**src/rtl/dynamixel_bus_scheduler_if.sv**
```systemverilog
// Bus-side signal bundle of the Dynamixel TX scheduler: position inputs from motion
// logic, the sync-write generator handshake and the configuration writer handshake.
interface dynamixel_bus_scheduler_if;
   logic [31:0] position1;
   logic [31:0] position2;
   logic [31:0] position3;
   logic [31:0] position4;
   logic        position_valid;
   logic        config_request;
   logic        config_done;
   logic        sync_done;
   logic        sync_send;
   logic [31:0] sync_position1;
   logic [31:0] sync_position2;
   logic [31:0] sync_position3;
   logic [31:0] sync_position4;
   logic        config_grant;
   logic        busy;
   logic [7:0]  error_count;

   // Scheduler side.
   modport slave (
      input  position1, position2, position3, position4, position_valid,
      input  config_request, config_done, sync_done,
      output sync_send, sync_position1, sync_position2, sync_position3, sync_position4,
      output config_grant, busy, error_count
   );

   // Motion logic / packet generator side.
   modport master (
      output position1, position2, position3, position4, position_valid,
      output config_request, config_done, sync_done,
      input  sync_send, sync_position1, sync_position2, sync_position3, sync_position4,
      input  config_grant, busy, error_count
   );
endinterface

```
**src/rtl/dynamixel_bus_scheduler.sv**
```systemverilog
// Owner of the half-duplex Dynamixel TX bus. Latches position targets, schedules periodic
// sync-write refreshes, alternates fairly with configuration traffic, inserts a turnaround
// gap after every packet and recovers from a stalled transmitter with a timeout.
module dynamixel_bus_scheduler #(
   parameter int unsigned period_clocks  = 100000,
   parameter int unsigned gap_clocks     = 16,
   parameter int unsigned timeout_clocks = 1000000
) (
   input logic                      clock,
   input logic                      reset_n,
   dynamixel_bus_scheduler_if.slave bus
);

   localparam int unsigned PeriodW  = (period_clocks > 1) ? $clog2(period_clocks) : 1;
   localparam int unsigned GapW     = (gap_clocks > 1) ? $clog2(gap_clocks) : 1;
   localparam int unsigned TimeoutW = (timeout_clocks > 1) ? $clog2(timeout_clocks) : 1;

   localparam logic [PeriodW-1:0]  PeriodLast  = PeriodW'(period_clocks - 1);
   localparam logic [GapW-1:0]     GapLast     = GapW'(gap_clocks - 1);
   localparam logic [TimeoutW-1:0] TimeoutLast = TimeoutW'(timeout_clocks - 1);

   typedef enum logic [1:0] {StIdle, StSyncWait, StConfigWait, StGap} state_e;

   state_e               state_q, state_d;
   logic [PeriodW-1:0]   period_q, period_d;
   logic [GapW-1:0]      gap_q, gap_d;
   logic [TimeoutW-1:0]  timeout_q, timeout_d;
   logic [3:0][31:0]     shadow_q, shadow_d;
   logic [3:0][31:0]     snap_q, snap_d;
   logic                 armed_q, armed_d;
   logic                 dirty_q, dirty_d;
   logic                 last_cfg_q, last_cfg_d;
   logic                 sync_send_q, sync_send_d;
   logic                 grant_q, grant_d;
   logic                 busy_q, busy_d;
   logic [7:0]           err_q, err_d;
   logic                 dirty_clr;
   logic                 period_wrap;
   logic                 timeout_hit;

   assign period_wrap = (period_q == PeriodLast);
   assign timeout_hit = (timeout_q == TimeoutLast);

   assign bus.sync_send      = sync_send_q;
   assign bus.sync_position1 = snap_q[0];
   assign bus.sync_position2 = snap_q[1];
   assign bus.sync_position3 = snap_q[2];
   assign bus.sync_position4 = snap_q[3];
   assign bus.config_grant   = grant_q;
   assign bus.busy           = busy_q;
   assign bus.error_count    = err_q;

   // Next-state: shadow/refresh bookkeeping, arbitration and the packet FSM.
   always_comb begin
      state_d     = state_q;
      period_d    = period_wrap ? '0 : period_q + PeriodW'(1);
      gap_d       = gap_q;
      timeout_d   = timeout_q;
      shadow_d    = shadow_q;
      snap_d      = snap_q;
      armed_d     = armed_q;
      last_cfg_d  = last_cfg_q;
      sync_send_d = 1'b0;
      grant_d     = grant_q;
      busy_d      = busy_q;
      err_d       = err_q;
      dirty_clr   = 1'b0;

      if (bus.position_valid) begin
         shadow_d = {bus.position4, bus.position3, bus.position2, bus.position1};
         armed_d  = 1'b1;
      end

      unique case (state_q)
         StIdle: begin
            // On contention, sync wins only if config had the previous turn.
            if (dirty_q && (last_cfg_q || !bus.config_request)) begin
               sync_send_d = 1'b1;
               snap_d      = shadow_q;
               dirty_clr   = 1'b1;
               last_cfg_d  = 1'b0;
               busy_d      = 1'b1;
               timeout_d   = '0;
               state_d     = StSyncWait;
            end else if (bus.config_request) begin
               grant_d    = 1'b1;
               last_cfg_d = 1'b1;
               busy_d     = 1'b1;
               timeout_d  = '0;
               state_d    = StConfigWait;
            end
         end
         StSyncWait: begin
            if (bus.sync_done) begin
               gap_d   = '0;
               state_d = StGap;
            end else if (timeout_hit) begin
               err_d   = (err_q == 8'hFF) ? err_q : err_q + 8'd1;
               gap_d   = '0;
               state_d = StGap;
            end else begin
               timeout_d = timeout_q + TimeoutW'(1);
            end
         end
         StConfigWait: begin
            if (bus.config_done || !bus.config_request) begin
               grant_d = 1'b0;
               gap_d   = '0;
               state_d = StGap;
            end else if (timeout_hit) begin
               err_d   = (err_q == 8'hFF) ? err_q : err_q + 8'd1;
               grant_d = 1'b0;
               gap_d   = '0;
               state_d = StGap;
            end else begin
               timeout_d = timeout_q + TimeoutW'(1);
            end
         end
         StGap: begin
            if (gap_q == GapLast) begin
               busy_d  = 1'b0;
               state_d = StIdle;
            end else begin
               gap_d = gap_q + GapW'(1);
            end
         end
         default: state_d = StIdle;
      endcase

      // A new update or refresh in the same cycle as a send keeps dirty set for a follow-up.
      dirty_d = (dirty_q && !dirty_clr) || bus.position_valid || (period_wrap && armed_q);
   end

   // State and output registers; reset clears everything including pending refreshes.
   always_ff @(posedge clock or negedge reset_n) begin
      if (!reset_n) begin
         state_q     <= StIdle;
         period_q    <= '0;
         gap_q       <= '0;
         timeout_q   <= '0;
         shadow_q    <= '0;
         snap_q      <= '0;
         armed_q     <= 1'b0;
         dirty_q     <= 1'b0;
         last_cfg_q  <= 1'b0;
         sync_send_q <= 1'b0;
         grant_q     <= 1'b0;
         busy_q      <= 1'b0;
         err_q       <= 8'd0;
      end else begin
         state_q     <= state_d;
         period_q    <= period_d;
         gap_q       <= gap_d;
         timeout_q   <= timeout_d;
         shadow_q    <= shadow_d;
         snap_q      <= snap_d;
         armed_q     <= armed_d;
         dirty_q     <= dirty_d;
         last_cfg_q  <= last_cfg_d;
         sync_send_q <= sync_send_d;
         grant_q     <= grant_d;
         busy_q      <= busy_d;
         err_q       <= err_d;
      end
   end

endmodule

```
**src/flat_wrapper.sv**
```systemverilog
// flat-port wrapper written by rule: the top's interface ports become plain ports
module dynamixel_bus_scheduler_flat 
#(
   parameter int unsigned period_clocks  = 100000,
   parameter int unsigned gap_clocks     = 16,
   parameter int unsigned timeout_clocks = 1000000
)
  (clock, reset_n, bus_position1, bus_position2, bus_position3, bus_position4, bus_position_valid, bus_config_request, bus_config_done, bus_sync_done, bus_sync_send, bus_sync_position1, bus_sync_position2, bus_sync_position3, bus_sync_position4, bus_config_grant, bus_busy, bus_error_count);
  dynamixel_bus_scheduler_if bus_i ();
  input logic clock;
  input logic reset_n;
  input wire logic [$bits(bus_i.position1)-1:0] bus_position1;
  input wire logic [$bits(bus_i.position2)-1:0] bus_position2;
  input wire logic [$bits(bus_i.position3)-1:0] bus_position3;
  input wire logic [$bits(bus_i.position4)-1:0] bus_position4;
  input wire logic [$bits(bus_i.position_valid)-1:0] bus_position_valid;
  input wire logic [$bits(bus_i.config_request)-1:0] bus_config_request;
  input wire logic [$bits(bus_i.config_done)-1:0] bus_config_done;
  input wire logic [$bits(bus_i.sync_done)-1:0] bus_sync_done;
  output wire logic [$bits(bus_i.sync_send)-1:0] bus_sync_send;
  output wire logic [$bits(bus_i.sync_position1)-1:0] bus_sync_position1;
  output wire logic [$bits(bus_i.sync_position2)-1:0] bus_sync_position2;
  output wire logic [$bits(bus_i.sync_position3)-1:0] bus_sync_position3;
  output wire logic [$bits(bus_i.sync_position4)-1:0] bus_sync_position4;
  output wire logic [$bits(bus_i.config_grant)-1:0] bus_config_grant;
  output wire logic [$bits(bus_i.busy)-1:0] bus_busy;
  output wire logic [$bits(bus_i.error_count)-1:0] bus_error_count;
  assign bus_i.position1 = bus_position1;
  assign bus_i.position2 = bus_position2;
  assign bus_i.position3 = bus_position3;
  assign bus_i.position4 = bus_position4;
  assign bus_i.position_valid = bus_position_valid;
  assign bus_i.config_request = bus_config_request;
  assign bus_i.config_done = bus_config_done;
  assign bus_i.sync_done = bus_sync_done;
  assign bus_sync_send = bus_i.sync_send;
  assign bus_sync_position1 = bus_i.sync_position1;
  assign bus_sync_position2 = bus_i.sync_position2;
  assign bus_sync_position3 = bus_i.sync_position3;
  assign bus_sync_position4 = bus_i.sync_position4;
  assign bus_config_grant = bus_i.config_grant;
  assign bus_busy = bus_i.busy;
  assign bus_error_count = bus_i.error_count;
  dynamixel_bus_scheduler #(.period_clocks(period_clocks), .gap_clocks(gap_clocks), .timeout_clocks(timeout_clocks)) u_core (.clock(clock), .reset_n(reset_n), .bus(bus_i));
endmodule
```
**config.mk**
```make
export PLATFORM = sky130hd
export DESIGN_NAME = dynamixel_bus_scheduler_flat
export DESIGN_NICKNAME = d
export VERILOG_FILES = /design/src/rtl/dynamixel_bus_scheduler_if.sv /design/src/rtl/dynamixel_bus_scheduler.sv /design/src/flat_wrapper.sv
export SDC_FILE = /design/constraint.sdc
export NUM_CORES = 1
export LEC_CHECK = 0
export ABC_AREA = 1
export CAP_MARGIN = 20
export CORE_ASPECT_RATIO = 2
export CORE_MARGIN = 8
export CORE_UTILIZATION = 45
export CTS_BUF_LIST = sky130_fd_sc_hd__clkbuf_4
export CTS_CLUSTER_DIAMETER = 150
export DETAILED_ROUTE_END_ITERATION = 10
export DONT_BUFFER_PORTS = 1
export PLACE_DENSITY = 0.66
export SLEW_MARGIN = 5
export SYNTH_ARGS = -nofsm -noshare
export SYNTH_HDL_FRONTEND = slang
export SYNTH_SLANG_ARGS = --single-unit
```
**constraint.sdc**
```tcl
create_clock -name clock -period 2.1 [get_ports clock]
set_input_delay 0.525 -clock clock [delete_from_list [all_inputs] [get_ports clock]]
set_output_delay 0.525 -clock clock [all_outputs]
set_load 0.02 [all_outputs]
```
==> out/qor.txt, run 1 <==
outcome: finished, violations left
failing checks: negative hold slack
CP Launch Type: flop
Pins Over Slew Limit: 0
clk sinks: 313
post-synthesis cell type count: 42
Hold-fix buffers, CTS: 257
chip width: 136.1 um
Core Region: 0.02863 mm^2
die area: 0.03485 mm^2
Post-Syn Instances: 1,267
Reg area: 0.007833 mm^2
reg2reg path depth: 8
Int Power: 12.08 mW
RSZ-0062 raised after global routing: no
slowest library cell on the worst path: dfrtp_1
CTS tree: yes
critical path arrival: 2550 ps
largest net degree at the start of global routing: 314
crit path time final: 1908 ps
clock buffer count from CTS: 74
Max-Cap Viols: 0
FFs w/ async S/R, synth: 1.000
total grt overflow: 0
largest area contributor in the netlist: dfrtp_1
origin of the critical flop-to-flop path: u_core.state_q[0]
IO Count: 273
Clk Latency, worst-skew pair: 710 ps
Syn. warnings: 0
Tot GR Track Use: 0.1982
FF-to-FF setup slack: 190 ps
via/cell ratio: 5.132
sw frac: 0.3778
Yosys top cell area share: 0.6038
critical path's largest stage delay: 430 ps
WL final: 34.52 mm
Detail Route Antenna Nets: 0
Layout Nets: 1,711
H-Tree Depth: 3
Cell Count, Final, Fillers Out: 1,980
worst hold slack: -484.1 ps
Final GP Congestion: 0.8949
PwrDens: 1154 mW/mm^2
leakage: 7.903 nW
Seq pwr share: 0.538
WS Path Type: reg2reg
critical path peak fanout: 8
Starting Density: 0.4531
FMAX: 0.5241 GHz
count of state elements after synthesis: 313
Worst-Margin Slew: 758.6 ps
Clk network pwr share: 0.244
share of post-route cells with drive strength above 1: 0.1138
DR pass1 iterations: 5
cell repeated most along the worst path: a21oi_1
Slew headroom: 0.4943
RR Endpoint: u_core.state_q[0]
initial antenna violation count: 4
Seq/Total Area, Yosys: 0.6038
Worst setup EP type: flop
Synth Flop Type: dfrtp_1
synthesis-to-finish area growth: 29.74%
via count: 10,161
crit path cell chain: ha_1 > inv_1 > a21oi_1 > a21oi_1 > nand2_1 > a21oi_1 > o21ai_1 > nand2_1
fillcell total: 2,252
HP Class: in2async
vias in the first global route: 10,850
Placement Cell Area: 0.01337 mm^2
Combinational Power Share: 0.218
Sw Pwr: 7.335 mW
# DRC: 0
number of enable flip-flop cells after synthesis: 0
required time of the critical path: 2740 ps
final instance area: 0.01683 mm^2
Syn Nets: 1,410
worst path buffer plus inverter count: 1
clk slew on worst S/H paths: 70 ps
number of instances in the placed design: 1,595
Clock Path Buffers: 3
ranking of synthesized cells by area: dfrtp_1, nand2_1, mux2_1
Crit path max-delay family: compound AO/OA/AOI/OAI gates
final setup TNS: 0 ps
Post-Route Skew: 35.51 ps
endpoints failing setup: 0
clk root buf: clkbuf_4
DP Wirelength: 20.21 mm
worst vdd ir: 0.7032 mV
row count: 88
first-pass GRT wire length: 55.74 mm
WL per Instance: 17.43 um
endpoints failing hold: 313
final worst path period share: 0.9086
Mapped Area: 0.01297 mm^2
total power draw: 19.41 mW
1st-iter DRT viols: 581
multi-input logic area: 0.004614 mm^2
Port Buf Inserts: 0
Die H: 256.1 um
syn avg cell area: 10.24 um^2
==> through the flow <==
| stage | util | setup slack, ps |
|---|---|---|
| floorplan | - | 402.9 |
| global placement | 0.4670 | 273.6 |
| detailed placement | 0.4670 | 231.5 |
| CTS | 0.5876 | 198.7 |
| global route | 0.5879 | 22.98 |
| finish | 0.5879 | 192.0 |
==> cell families after synthesis <==
family	Yosys count	share of synthesized area
adder cells (fa/ha/maj)	9	0.008681
AND/OR/NAND/NOR	627	0.1981
multiplexers	128	0.1111
buffers and inverters	113	0.04109
XOR/XNOR	14	0.009452
flip-flops	313	0.6038
AO/OA/AOI/OAI	63	0.02778
==> layout make-up <==
class	count	share of cell area
clock inverters	25	0.007806
diodes	3	0.0004461
repair buffers	274	0.1664
inverters	64	0.01442
well taps	360	0.02676
clock buffers	100	0.04461
multi-input cells	841	0.2742
flip-flops and latches	313	0.4654
==> cells in the mapped netlist (all sizes together) (9+ instances only) <==
library cell and instances:
ha 9, o21ai 41, inv 62, nor2 49
nand3 36, buf 25, mux2 128, a21oi 11
dfrtp 313, clkbuf 24, nor3 16, nand2 498
xor2 13, nand4 15
==> per-layer routing <==
| layer | part of all wire | GRT usage | up-vias |
|---|---|---|---|
| li1 | - | - | 4712 |
| met1 | 0.38 | 0.2247 | 4954 |
| met2 | 0.48 | 0.3166 | 424 |
| met3 | 0.12 | 0.08589 | 69 |
| met4 | 0.026 | 0.08561 | 2 |
| met5 | 0.00038 | 0 | - |
==> power groups by stage <==
stage	combinational, mW	sequential, mW	clock [mW]
2_1_floorplan	3.09	9.92	0
3_3_place_gp	3.59	10.5	0
3_5_place_dp	3.80	10.5	0
4_1_cts	4.20	10.4	4.88
5_1_grt	4.68	10.7	5.23
6_report	4.24	10.4	4.74
==> timing repair <==
item	CTS	global route
setup endpoints to repair	0	0
gates resized for setup	0	0
buffers inserted	0	0
hold endpoints to repair	442	313
==> how the worst max path moves through the flow <==
stage / end / cells after the start / slack [ps] / start
3_5_place_dp: u_core.state_q[0] / 8 / 230 / u_core.state_q[0]
4_1_cts: bus_error_count[1] / 1 / 200 / u_core.bus.error_count[1]
6_report: u_core.state_q[0] / 8 / 190 / u_core.state_q[0]
5_1_grt: u_core.gap_q[3] / 8 / 20 / u_core.state_q[1]
2_1_floorplan: u_core.bus.sync_position1[26] / 7 / 400 / u_core.state_q[0]
3_3_place_gp: u_core.bus.sync_position4[28] / 7 / 270 / u_core.state_q[0]
==> registers in the layout, indices dropped and copies added, names as in the netlist <==
register,count
u_core.bus.sync_position2,32
u_core.bus.sync_position4,32
u_core.timeout_q,20
u_core.gap_q,4
u_core.last_cfg_q,1
u_core.dirty_q,1
u_core.bus.config_grant,1
u_core.armed_q,1
u_core.bus.sync_send,1
u_core.bus.error_count,8
u_core.bus.sync_position1,32
u_core.state_q,2
u_core.bus.sync_position3,32
u_core.bus.busy,1
u_core.period_q,17
u_core.shadow_q,128
==> cells in the final DEF (no fill, tap or decap), types with 4 or more instances in the layout <==
cell / instances
a21oi_1: 11
buf_12: 8
buf_4: 9
clkbuf_4: 100
clkinv_1: 18
clkinv_2: 5
dfrtp_1: 313
dlygate4sd3_1: 257
ha_1: 9
inv_1: 52
inv_2: 11
mux2_1: 109
mux2_2: 19
nand2_1: 491
nand2_2: 7
nand3_1: 34
nand4_1: 14
nor2_1: 43
nor2_2: 4
nor3_1: 11
nor3_2: 5
nor4_1: 6
o21ai_0: 12
o21ai_1: 25
o21ai_2: 4
o21bai_1: 4
xor2_1: 13
==> worst register-to-register path, cell delays in order (launching register included) <==
cell and delay (ps):
dfrtp_1 430, ha_1 340, inv_1 150, a21oi_1 70
a21oi_1 270, nand2_1 170, a21oi_1 230, o21ai_1 120
nand2_1 80
Note: power is estimated with default switching activity, not from simulation.
==> run 2, diff against run 1 <==
==> constraint.sdc (replaced) <==
create_clock -name clock -period 2.1 [get_ports clock]
set_input_delay 0.525 -clock clock [delete_from_list [all_inputs] [get_ports clock]]
set_output_delay 0.525 -clock clock [all_outputs]
set_load 0.005 [all_outputs]
==> run 2 against run 1 <==
The flow still finishes with violations (negative hold slack). Flip-flop and latch count unchanged. Clock power decreased by 0.8%. Register-to-register slack about the same. Hold slack got worse by 6.9 ps. Critical path depth decreased by 1. Die area unchanged. Clock-buffer cell count increased by 4. Via count decreased by 0.74%. Critical endpoint is now u_core.bus.sync_position4[8].
==> out/qor.txt, run 2 (same netlist as run 1, synthesis figures left out) <==
outcome: finished, violations left
failing checks: negative hold slack
final instance area: 0.01681 mm^2 (about the same)
CTS tree: yes
commonest non-fill, non-tap cells in the layout: nand2_1, dfrtp_1, dlygate4sd3_1, mux2_1, clkbuf_4
Core Region: 0.02863 mm^2 (unchanged)
CP Launch Type: flop
Worst-Margin Slew: 408.6 ps (-349.9 ps)
final setup TNS: 0 ps (unchanged)
largest net degree at the start of global routing: 314 (unchanged)
Placement Cell Area: 0.01335 mm^2 (-0.11%)
Cell Count, Final, Fillers Out: 1,976 (-0.20%)
Die H: 256.1 um (unchanged)
Hold-fix buffers, CTS: 257 (unchanged)
DR pass1 iterations: 5 (unchanged)
max FFs per register: 128 (unchanged)
Post-Route Skew: 27.59 ps (-7.914 ps)
HP Class: in2async
1st-iter DRT viols: 460 (-21%)
initial antenna violation count: 5 (+1)
Tot GR Track Use: 0.1991 (+0.0009265)
H-Tree Depth: 3 (unchanged)
WL final: 34.52 mm (unchanged)
worst setup slack after layout: 184.1 ps (-7.893 ps)
leakage: 7.885 nW (-0.23%)
pre-CTS WS: 182.3 ps (-49.25 ps)
Seq pwr share: 0.502 (-0.036)
number of instances in the placed design: 1,593 (-0.13%)
Pins Over Slew Limit: 0 (unchanged)
worst vdd ir: 0.5873 mV (-16%)
busiest grt layer: met2
Util after Layout: 0.5873 (about the same)
critical path peak fanout: 28 (+20)
WL per Instance: 17.47 um (+0.20%)
Clk network pwr share: 0.261 (+0.017)
Port Buf Inserts: 0 (unchanged)
Detail Route Antenna Nets: 0 (unchanged)
sw frac: 0.3249 (-0.05296)
RR Endpoint: u_core.bus.sync_position4[8]
Final GP Congestion: 0.8870 (-0.88%)
critical path arrival: 2470 ps (-80 ps)
clock buffer count from CTS: 73 (-1.4%)
vias in the first global route: 10,903 (+0.49%)
Combinational Power Share: 0.236 (+0.018)
fillcell total: 2,270 (+0.80%)
origin of the critical flop-to-flop path: u_core.state_q[1]
final worst path period share: 0.9123 (+0.003759)
row count: 88 (unchanged)
crit path time final: 1916 ps (+7.893 ps)
Int Power: 12.16 mW (+0.66%)
chip width: 136.1 um (unchanged)
WS Path Type: reg2reg
endpoints failing setup: 0 (unchanged)
DP Wirelength: 20.42 mm (+1.0%)
Max-Cap Viols: 0 (unchanged)
clk root buf: clkbuf_4
IO Count: 273 (unchanged)
Worst setup EP type: flop
total grt overflow: 0 (unchanged)
via count: 10,086 (-0.74%)
Layout Nets: 1,708 (-0.18%)
most common library cell in the layout ignoring fill and taps: nand2_1
endpoints failing hold: 313 (unchanged)
PwrDens: 1071 mW/mm^2 (-7.1%)
met3 GRT Util: 0.08058 (-0.005307)
clk sinks: 313 (unchanged)
FF-to-FF setup slack: 180 ps (about the same)
Slew headroom: 0.7269 (+0.2326)
die area: 0.03485 mm^2 (unchanged)
# DRC: 0 (unchanged)
GR Util met2: 0.3246 (+0.007977)
share of post-route cells with drive strength above 1: 0.1130 (-0.0007475)
reg2reg path depth: 7 (-1)
worst hold slack: -490.9 ps (-6.868 ps)
FMAX: 0.5220 GHz (-0.41%)
Clock Path Buffers: 3 (unchanged)
required time of the critical path: 2660 ps (-80 ps)
Post CTS Setup Buffer Count: 0 (unchanged)
RSZ-0062 raised after global routing: no
Starting Density: 0.4531 (unchanged)
first-pass GRT wire length: 56.14 mm (+0.72%)
GRT met1 Usage: 0.2253 (+0.0005970)
synthesis-to-finish area growth: 29.61% (about the same)
clk slew on worst S/H paths: 80 ps (about the same)
Sw Pwr: 5.851 mW (-20%)
largest reg by FF count: u_core.shadow_q
Clk Latency, worst-skew pair: 700 ps (about the same)
via/cell ratio: 5.104 (-0.54%)
-- run 2: cell types whose count changed in the layout (fill, tap and decap cells not counted), sizes merged --
cell	change
diode	+3
buf	-2
clkbuf	+4
clkinv	-8
inv	-1
-- run 2: how the worst max path moves through the flow --
stage          slack (ps)                       endpoint  cells past startpoint              start
2_1_floorplan         400  u_core.bus.sync_position1[26]                      7  u_core.state_q[0]
3_3_place_gp          270  u_core.bus.sync_position4[28]                      7  u_core.state_q[0]
3_5_place_dp          180              u_core.state_q[0]                      8  u_core.state_q[0]
4_1_cts               180              u_core.state_q[0]                      8  u_core.state_q[0]
5_1_grt                60                u_core.gap_q[3]                      8  u_core.state_q[0]
6_report              180   u_core.bus.sync_position4[8]                      7  u_core.state_q[1]
-- run 2: final cells by class --
type	count	area, um^2	share of cell area
antenna	6	15.01	0.0008930
clock buffer	104	780.7	0.04644
clock inverter	16	88.84	0.005284
inverter	64	242.7	0.01444
multi-input combinational	841	4618	0.2747
sequential	313	7833	0.4658
tap	360	450.4	0.02679
timing repair buffer	272	2785	0.1656
-- run 2: repair_timing --
item	in CTS	in global routing
resized for setup	0	1
hold endpoints to repair	442	313
endpoints found under the setup margin	0	2
-- run 2: worst max-delay path, cell delays in order (launching register included) --
cell and delay (ps):
dfrtp_1 430, inv_1 130, ha_1 220, inv_2 80, nor2_4 120, buf_12 200, buf_12 220, mux2_1 360
-- run 2: power by group through the flow --
stage               clock, mW  combinational [mW]  sequential, mW
finish                   4.70                4.26            9.05
global route             5.17                4.68            9.28
CTS                      4.86                4.21            9.03
detailed placement          0                3.82            9.14
global placement            0                3.60            9.08
floorplan                   0                3.10            8.50
-- run 2: metal layers --
| metal | vias to the layer above | wire length (um) |
|---|---|---|
| met5 | - | 0 |
| met4 | 0 | 809 |
| met3 | 54 | 3634 |
| met2 | 351 | 16850 |
| met1 | 4984 | 13220 |
| li1 | 4697 | - |
-- run 2: per-stage QoR --
stage          total power, mW  hold WS, ps
2_1_floorplan            11.60        229.4
3_3_place_gp             12.67        238.1
3_5_place_dp             12.96        238.3
4_1_cts                  18.10       -567.1
5_1_grt                  19.12       -589.9
6_report                 18.01       -490.9
